--- src/rtl/disp_imm_extract_pkg.sv ---
// Shared decode definitions for displacement/immediate extraction:
// operand size codes and the byte count for each code.
package disp_imm_extract_pkg;

  typedef enum logic [1:0] {
    SZ_NONE  = 2'b00,
    SZ_BYTE  = 2'b01,
    SZ_WORD  = 2'b10,
    SZ_DWORD = 2'b11
  } size_e;

  // Element i is the byte count of size code i.
  localparam logic [3:0][2:0] SZ_NBYTES = {3'd4, 3'd2, 3'd1, 3'd0};

endpackage

--- src/rtl/disp_imm_extract_if.sv ---
// Upstream (decoder) and downstream (operand fetch) handshake bundle of disp_imm_extract.
interface disp_imm_extract_if #(
  parameter int IR_BYTES = 16,
  parameter int OFF_W    = 4,
  parameter int OUT_W    = 32
);
  logic                  in_valid;
  logic                  in_ready;
  logic [IR_BYTES*8-1:0] in_ir;
  logic [OFF_W-1:0]      in_disp_off;
  logic [1:0]            in_disp_size;
  logic [OFF_W-1:0]      in_imm_off;
  logic [1:0]            in_imm_size;
  logic                  in_imm_sext;
  logic                  in_flush;
  logic                  out_valid;
  logic                  out_ready;
  logic [OUT_W-1:0]      out_disp;
  logic [OUT_W-1:0]      out_imm;
  logic                  out_err;

  modport master (
    output in_valid, in_ir, in_disp_off, in_disp_size, in_imm_off, in_imm_size,
           in_imm_sext, in_flush, out_ready,
    input  in_ready, out_valid, out_disp, out_imm, out_err
  );

  modport slave (
    input  in_valid, in_ir, in_disp_off, in_disp_size, in_imm_off, in_imm_size,
           in_imm_sext, in_flush, out_ready,
    output in_ready, out_valid, out_disp, out_imm, out_err
  );
endinterface

--- src/rtl/disp_imm_extract_field_extract.sv ---
// Combinational extraction of one little-endian 0/1/2/4-byte field from the
// instruction window, with sign/zero extension and out-of-window detection.
module disp_imm_extract_field_extract
  import disp_imm_extract_pkg::*;
#(
  parameter int IR_BYTES = 16,
  parameter int OFF_W    = 4,
  parameter int OUT_W    = 32
) (
  input  logic [IR_BYTES*8-1:0] window,
  input  logic [OFF_W-1:0]      off,
  input  logic [1:0]            size,
  input  logic                  sext,
  output logic [OUT_W-1:0]      field,
  output logic                  err
);

  logic [7:0]   win_bytes [IR_BYTES];
  logic [2:0]   nbytes;
  logic [OFF_W:0] end_pos;
  logic [OFF_W:0] idx;
  logic [31:0]  raw;
  logic [31:0]  hi_mask;
  logic         sign;

  // Byte 0 of the window sits in the most significant byte lane.
  for (genvar i = 0; i < IR_BYTES; i++) begin : g_bytes
    assign win_bytes[i] = window[(IR_BYTES-1-i)*8 +: 8];
  end

  assign nbytes  = SZ_NBYTES[size];
  assign end_pos = {1'b0, off} + (OFF_W+1)'(nbytes);
  assign err     = (size != SZ_NONE) && (end_pos > (OFF_W+1)'(IR_BYTES));

  always_comb begin
    raw     = '0;
    idx     = '0;
    sign    = 1'b0;
    field   = '0;
    hi_mask = 32'hFFFF_FFFF << (8 * int'(nbytes));
    for (int k = 0; k < 4; k++) begin
      idx = {1'b0, off} + (OFF_W+1)'(k);
      if (k < int'(nbytes) && idx < (OFF_W+1)'(IR_BYTES))
        raw[k*8 +: 8] = win_bytes[idx[OFF_W-1:0]];
    end
    case (size)
      SZ_BYTE:  sign = raw[7];
      SZ_WORD:  sign = raw[15];
      SZ_DWORD: sign = raw[31];
      default:  sign = 1'b0;
    endcase
    sign = sign & sext;
    if (!err && size != SZ_NONE) begin
      field       = {OUT_W{sign}};
      field[31:0] = raw | (sign ? hi_mask : 32'h0);
    end
  end

endmodule

--- src/rtl/disp_imm_extract.sv ---
// Registered displacement/immediate extractor: both fields are extracted at the
// input and queued in a 2-entry skid buffer between decoder and operand fetch.
module disp_imm_extract #(
  parameter int IR_BYTES = 16,
  parameter int OFF_W    = 4,
  parameter int OUT_W    = 32
) (
  input  logic               clk,
  input  logic               reset,
  disp_imm_extract_if.slave  bus
);

  typedef struct packed {
    logic [OUT_W-1:0] disp;
    logic [OUT_W-1:0] imm;
    logic             err;
  } entry_t;

  entry_t           mem_q [2];
  entry_t           mem_d [2];
  logic             wr_ptr_q, wr_ptr_d;
  logic             rd_ptr_q, rd_ptr_d;
  logic [1:0]       count_q, count_d;
  logic [OUT_W-1:0] disp_f, imm_f;
  logic             disp_err, imm_err;
  logic             push, pop;

  disp_imm_extract_field_extract #(.IR_BYTES(IR_BYTES), .OFF_W(OFF_W), .OUT_W(OUT_W)) u_disp (
    .window (bus.in_ir),
    .off    (bus.in_disp_off),
    .size   (bus.in_disp_size),
    .sext   (1'b1),
    .field  (disp_f),
    .err    (disp_err)
  );

  disp_imm_extract_field_extract #(.IR_BYTES(IR_BYTES), .OFF_W(OFF_W), .OUT_W(OUT_W)) u_imm (
    .window (bus.in_ir),
    .off    (bus.in_imm_off),
    .size   (bus.in_imm_size),
    .sext   (bus.in_imm_sext),
    .field  (imm_f),
    .err    (imm_err)
  );

  // in_ready depends only on registered count so it never combines with out_ready.
  assign bus.in_ready  = (count_q != 2'd2);
  assign bus.out_valid = (count_q != 2'd0);
  assign bus.out_disp  = mem_q[rd_ptr_q].disp;
  assign bus.out_imm   = mem_q[rd_ptr_q].imm;
  assign bus.out_err   = mem_q[rd_ptr_q].err;

  assign push = bus.in_valid && bus.in_ready && !bus.in_flush;
  assign pop  = bus.out_valid && bus.out_ready;

  // NOTE: every *_d starts from its *_q value so no path leaves it unassigned
  // (which would infer a latch); blocking '=' is correct inside always_comb.
  always_comb begin
    mem_d    = mem_q;
    wr_ptr_d = wr_ptr_q;
    rd_ptr_d = rd_ptr_q;
    count_d  = count_q;
    if (bus.in_flush) begin
      wr_ptr_d = 1'b0;
      rd_ptr_d = 1'b0;
      count_d  = 2'd0;
    end else begin
      if (push) begin
        mem_d[wr_ptr_q] = '{disp: disp_f, imm: imm_f, err: disp_err | imm_err};
        wr_ptr_d        = ~wr_ptr_q;
      end
      if (pop) rd_ptr_d = ~rd_ptr_q;
      case ({push, pop})
        2'b10:   count_d = count_q + 2'd1;
        2'b01:   count_d = count_q - 2'd1;
        default: count_d = count_q;
      endcase
    end
  end

  // NOTE: the storage is reset too, because the head entry drives the outputs
  // directly and they must read zero straight out of reset; '<=' for all state.
  always_ff @(posedge clk or posedge reset) begin
    if (reset) begin
      mem_q[0] <= '0;
      mem_q[1] <= '0;
      wr_ptr_q <= 1'b0;
      rd_ptr_q <= 1'b0;
      count_q  <= 2'd0;
    end else begin
      mem_q    <= mem_d;
      wr_ptr_q <= wr_ptr_d;
      rd_ptr_q <= rd_ptr_d;
      count_q  <= count_d;
    end
  end

endmodule

--- src/flat_wrapper.sv ---
// flat-port wrapper written by rule: the top's interface ports become plain ports
module disp_imm_extract_flat 
#(
  parameter int IR_BYTES = 16,
  parameter int OFF_W    = 4,
  parameter int OUT_W    = 32
)
  (clk, reset, bus_in_valid, bus_in_ir, bus_in_disp_off, bus_in_disp_size, bus_in_imm_off, bus_in_imm_size, bus_in_imm_sext, bus_in_flush, bus_out_ready, bus_in_ready, bus_out_valid, bus_out_disp, bus_out_imm, bus_out_err);
  disp_imm_extract_if #(.IR_BYTES(IR_BYTES), .OFF_W(OFF_W), .OUT_W(OUT_W)) bus_i ();
  input  logic clk;
  input  logic reset;
  input wire logic [$bits(bus_i.in_valid)-1:0] bus_in_valid;
  input wire logic [$bits(bus_i.in_ir)-1:0] bus_in_ir;
  input wire logic [$bits(bus_i.in_disp_off)-1:0] bus_in_disp_off;
  input wire logic [$bits(bus_i.in_disp_size)-1:0] bus_in_disp_size;
  input wire logic [$bits(bus_i.in_imm_off)-1:0] bus_in_imm_off;
  input wire logic [$bits(bus_i.in_imm_size)-1:0] bus_in_imm_size;
  input wire logic [$bits(bus_i.in_imm_sext)-1:0] bus_in_imm_sext;
  input wire logic [$bits(bus_i.in_flush)-1:0] bus_in_flush;
  input wire logic [$bits(bus_i.out_ready)-1:0] bus_out_ready;
  output wire logic [$bits(bus_i.in_ready)-1:0] bus_in_ready;
  output wire logic [$bits(bus_i.out_valid)-1:0] bus_out_valid;
  output wire logic [$bits(bus_i.out_disp)-1:0] bus_out_disp;
  output wire logic [$bits(bus_i.out_imm)-1:0] bus_out_imm;
  output wire logic [$bits(bus_i.out_err)-1:0] bus_out_err;
  assign bus_i.in_valid = bus_in_valid;
  assign bus_i.in_ir = bus_in_ir;
  assign bus_i.in_disp_off = bus_in_disp_off;
  assign bus_i.in_disp_size = bus_in_disp_size;
  assign bus_i.in_imm_off = bus_in_imm_off;
  assign bus_i.in_imm_size = bus_in_imm_size;
  assign bus_i.in_imm_sext = bus_in_imm_sext;
  assign bus_i.in_flush = bus_in_flush;
  assign bus_i.out_ready = bus_out_ready;
  assign bus_in_ready = bus_i.in_ready;
  assign bus_out_valid = bus_i.out_valid;
  assign bus_out_disp = bus_i.out_disp;
  assign bus_out_imm = bus_i.out_imm;
  assign bus_out_err = bus_i.out_err;
  disp_imm_extract #(.IR_BYTES(IR_BYTES), .OFF_W(OFF_W), .OUT_W(OUT_W)) u_core (.clk(clk), .reset(reset), .bus(bus_i));
endmodule
--- config.mk ---
export PLATFORM = sky130hd
export DESIGN_NAME = disp_imm_extract_flat
export DESIGN_NICKNAME = d
export VERILOG_FILES = /design/src/rtl/disp_imm_extract_pkg.sv /design/src/rtl/disp_imm_extract_if.sv /design/src/rtl/disp_imm_extract_field_extract.sv /design/src/rtl/disp_imm_extract.sv /design/src/flat_wrapper.sv
export SDC_FILE = /design/constraint.sdc
export NUM_CORES = 1
export LEC_CHECK = 0
export BUFFER_PORTS_ARGS = -buffer_cell sky130_fd_sc_hd__buf_2
export CAP_MARGIN = 0
export CORE_MARGIN = 2
export CORE_UTILIZATION = 25
export CTS_CLUSTER_SIZE = 16
export DETAILED_ROUTE_END_ITERATION = 8
export MAX_ROUTING_LAYER = met4
export PLACE_DENSITY = 0.38
export SLEW_MARGIN = 20
export SYNTH_ARGS = -nofsm -noshare
export SYNTH_HDL_FRONTEND = slang
export SYNTH_SLANG_ARGS = --single-unit
--- constraint.sdc ---
create_clock -name clk -period 9.6 [get_ports clk]
set_clock_uncertainty 0.2 [all_clocks]
set_input_delay 1.92 -clock clk [delete_from_list [all_inputs] [get_ports clk]]
set_output_delay 1.92 -clock clk [all_outputs]
set_load 0.05 [all_outputs]
==> reports/metrics.cfg <==
[clocking]
tritoncts=built
postCtsSetupBuffers=0
clk_pin_slew_ps=60
clk_path_buf_depth=2
root_buffer=clkbuf_16
cts.sinks=134
cts_max_level=4
clk_latency_ps=420
ctsHoldBuffers=0
cts_made_buffers=17
ctsResizeCount=0

[synth]
synth_area_sq_mm=0.01453
postSynthCellCount=1080
synth_top_area_share_pct=42.94
avgSynthCellArea_sq_um=13.45
ys_seq_area_share_pct=23.08
synth.distinct_cells=54
synthTopCellsByArea=mux4_2 (43%), dfrtp_1 (23%), mux2_2 (7.9%)
yosys_warnings=0
synth_edf_count=0
async_flop_share_pct=100.0
ys_ff_latch=134
dominantRegCellSynth=dfrtp_1
postSynthNetCount=1242
yosysTopAreaCell=mux4_2

[floorplanning]
die_area_sq_mm=0.06005
coreArea_sq_mm=0.05759
die_h_um=245.1
rows=88
start_util_pct=25.23
dieWidth_um=245.1
ios=213

[power]
p_comb_share_pct=48.0
swShare_pct=41.01
internal_power_w=0.001556
p_per_area_mw_per_mm2=157.7
clkPwrFrac_pct=23.0
leakagePower_nw=6.631
vdd_drop_max_v=0.0001339
seqPwrFrac_pct=29.0
p_sw_w=0.001082

[sta]
setup_slack_ps=3953
fmax_mhz=177.1
drv_slew=0
setup_viol=0
rsz0062_at_grt=false
slew_headroom_pct=28.74
final-hold-violation-count=0
fin_crit_sh_pct=58.82
setup-tns-final_ps=0
holdWs_ps=271.9
worst_pin_slew_ps=1069
period_needed_ps=5647

[drt]
viasPerCell=5.802
wl_per_cell_um=29.59
drcViolationCount=0
first_pass_iters=5
routed_wirelength_um=59210
num_vias=11610
drtIter0Drc=978
antenna_left=0

[critical_path]
path_buf_inv=2
critical-path-slowest-cell=nor2_1
crit_required_ps=9760
slowest_delay_ps=700
criticalPathCategory=input pin to flop
cp-start-kind=input pin
critPathTopFamily=simple AND/OR/NAND/NOR gates
worstPathCellList=buf_6 -> ha_1 -> inv_1 -> fa_1 -> xnor2_1 -> nor4b_1 -> o22ai_1 -> or2_2 -> nor2_1 -> a221o_2
cp_max_fo=75
critPathArrivalTime_ps=5810
crit_path_end_kind=flop

[global_route]
use_met2_pct=32.23
use_met3_pct=2.165
overflow=0
grt_usage_pct=20.23
antenna_found_initial=2
use_met1_pct=28.07
grt_pass1_vias=11660
grt_pass1_wl_um=86790
grt_max_degree=76
grt-busiest-layer=met2

[placed_design]
place_congestion=0.8094
pre_cts_slack_ps=3458
postPlaceCellArea_sq_mm=0.01618
dp_hpwl_um=42460
port-buffer-count=212

[status]
status=complete, no violations

[finish]
final_cell_mix=mux4_2 (277), buf_2 (209), dfrtp_1 (133), mux2_2 (102), nand2_1 (73)
finalInstanceArea_sq_mm=0.01672
drive_above_1_share_pct=54.94
final_common_cell=mux4_2
nets=1385
areaGrowthSynthToFinish_pct=15.11
num_antenna_cells=0

[flow_run]
drv_cap=0

[hold_path]
hold_class=flop to flop

[cells by family after synthesis]
kind of cell               count (synthesis)  share of synthesized area [%]
adders and majority gates                 16                          1.481
buffers and inverters                    116                          4.358
AOI/OAI and AO/OA                        186                          9.017
DFF                                      134                          23.08
and+or+nand+nor                          171                          5.607
muxes                                    445                          55.73
xor gates and xnor gates                  12                         0.7234
[flip-flops by register name (all words and copies together), names as in the netlist]
name,count
u_core.mem_q,130
u_core.wr_ptr_q,1
u_core.rd_ptr_q,1
u_core.count_q,2
[worst register-to-register path, cell delays in order, from the launching register on]
cell	delay, ps
dfrtp_1	410
nand2b_1	250
nand2_1	110
or3_2	690
or2_2	540
nor2_1	680
a221o_1	270
[final timing paths]
check                                          endpoint                          start  slack (ps)  cells past startpoint
min                         u_core.mem_q[8]$_DFFE_PP0P_    u_core.mem_q[8]$_DFFE_PP0P_         270                      2
min in group asynchronous   u_core.mem_q[4]$_DFFE_PP0P_                          reset        1400                      2
min reg2reg                 u_core.mem_q[8]$_DFFE_PP0P_    u_core.mem_q[8]$_DFFE_PP0P_         270                      2
max in group asynchronous  u_core.mem_q[10]$_DFFE_PP0P_                          reset        6460                      3
max                        u_core.mem_q[21]$_DFFE_PP0P_              bus_in_imm_off[0]        3950                     10
max reg2reg                u_core.mem_q[88]$_DFFE_PP0P_  u_core.count_q[0]$_DFFE_PP0P_        6370                      6
[power groups by stage]
stage / registers [W] / logic [W] / clock network [W]
after global routing: 0.000781 / 0.00135 / 0.000645
final: 0.000764 / 0.00127 / 0.000607
after CTS: 0.000764 / 0.00128 / 0.000624
after floorplan: 0.000753 / 0.000918 / 0
after detailed placement: 0.000773 / 0.00128 / 0
after global placement: 0.000769 / 0.00127 / 0
[cells in the mapped netlist (9+ instances only)]
library cell  number
a221o_2           12
ha_1              14
mux4_2           277
a211oi_1          10
nor2_1            36
buf_6              9
inv_1             10
a221o_1           18
mux2i_1           63
dfrtp_1          134
mux2_2           102
nand2_1           73
a21oi_1           41
o22ai_1           18
clkbuf_1          41
a22oi_1           16
o21ai_0           43
buf_2             38
nor2b_1           26
[final cells by class]
type / instances / area (sq um)
fillers: 5890 / 40860
multi-input cells: 830 / 10620
flip-flops and latches: 134 / 3354
repair buffers: 230 / 1211
well taps: 765 / 957.2
clock buffers: 19 / 432.9
clock inverters: 13 / 108.9
inverters: 10 / 42.54
[routing by layer]
metal,vias up,part of all wire [%]
li1,4805,-
met5,-,0
met4,0,1.5
met2,444,49
met1,6316,44
met3,44,5.0
[through the flow]
step / total power (W) / utilization, % / instances
global placement: 0.002044 / 28.10 / 1969
floorplan: 0.001671 / - / 1080
finish: 0.002637 / 29.04 / 2001
detailed placement: 0.002051 / 28.10 / 1969
CTS: 0.002670 / 29.04 / 2001
global route: 0.002773 / 29.04 / 2001
No activity file was read; power rests on OpenSTA's default activity.
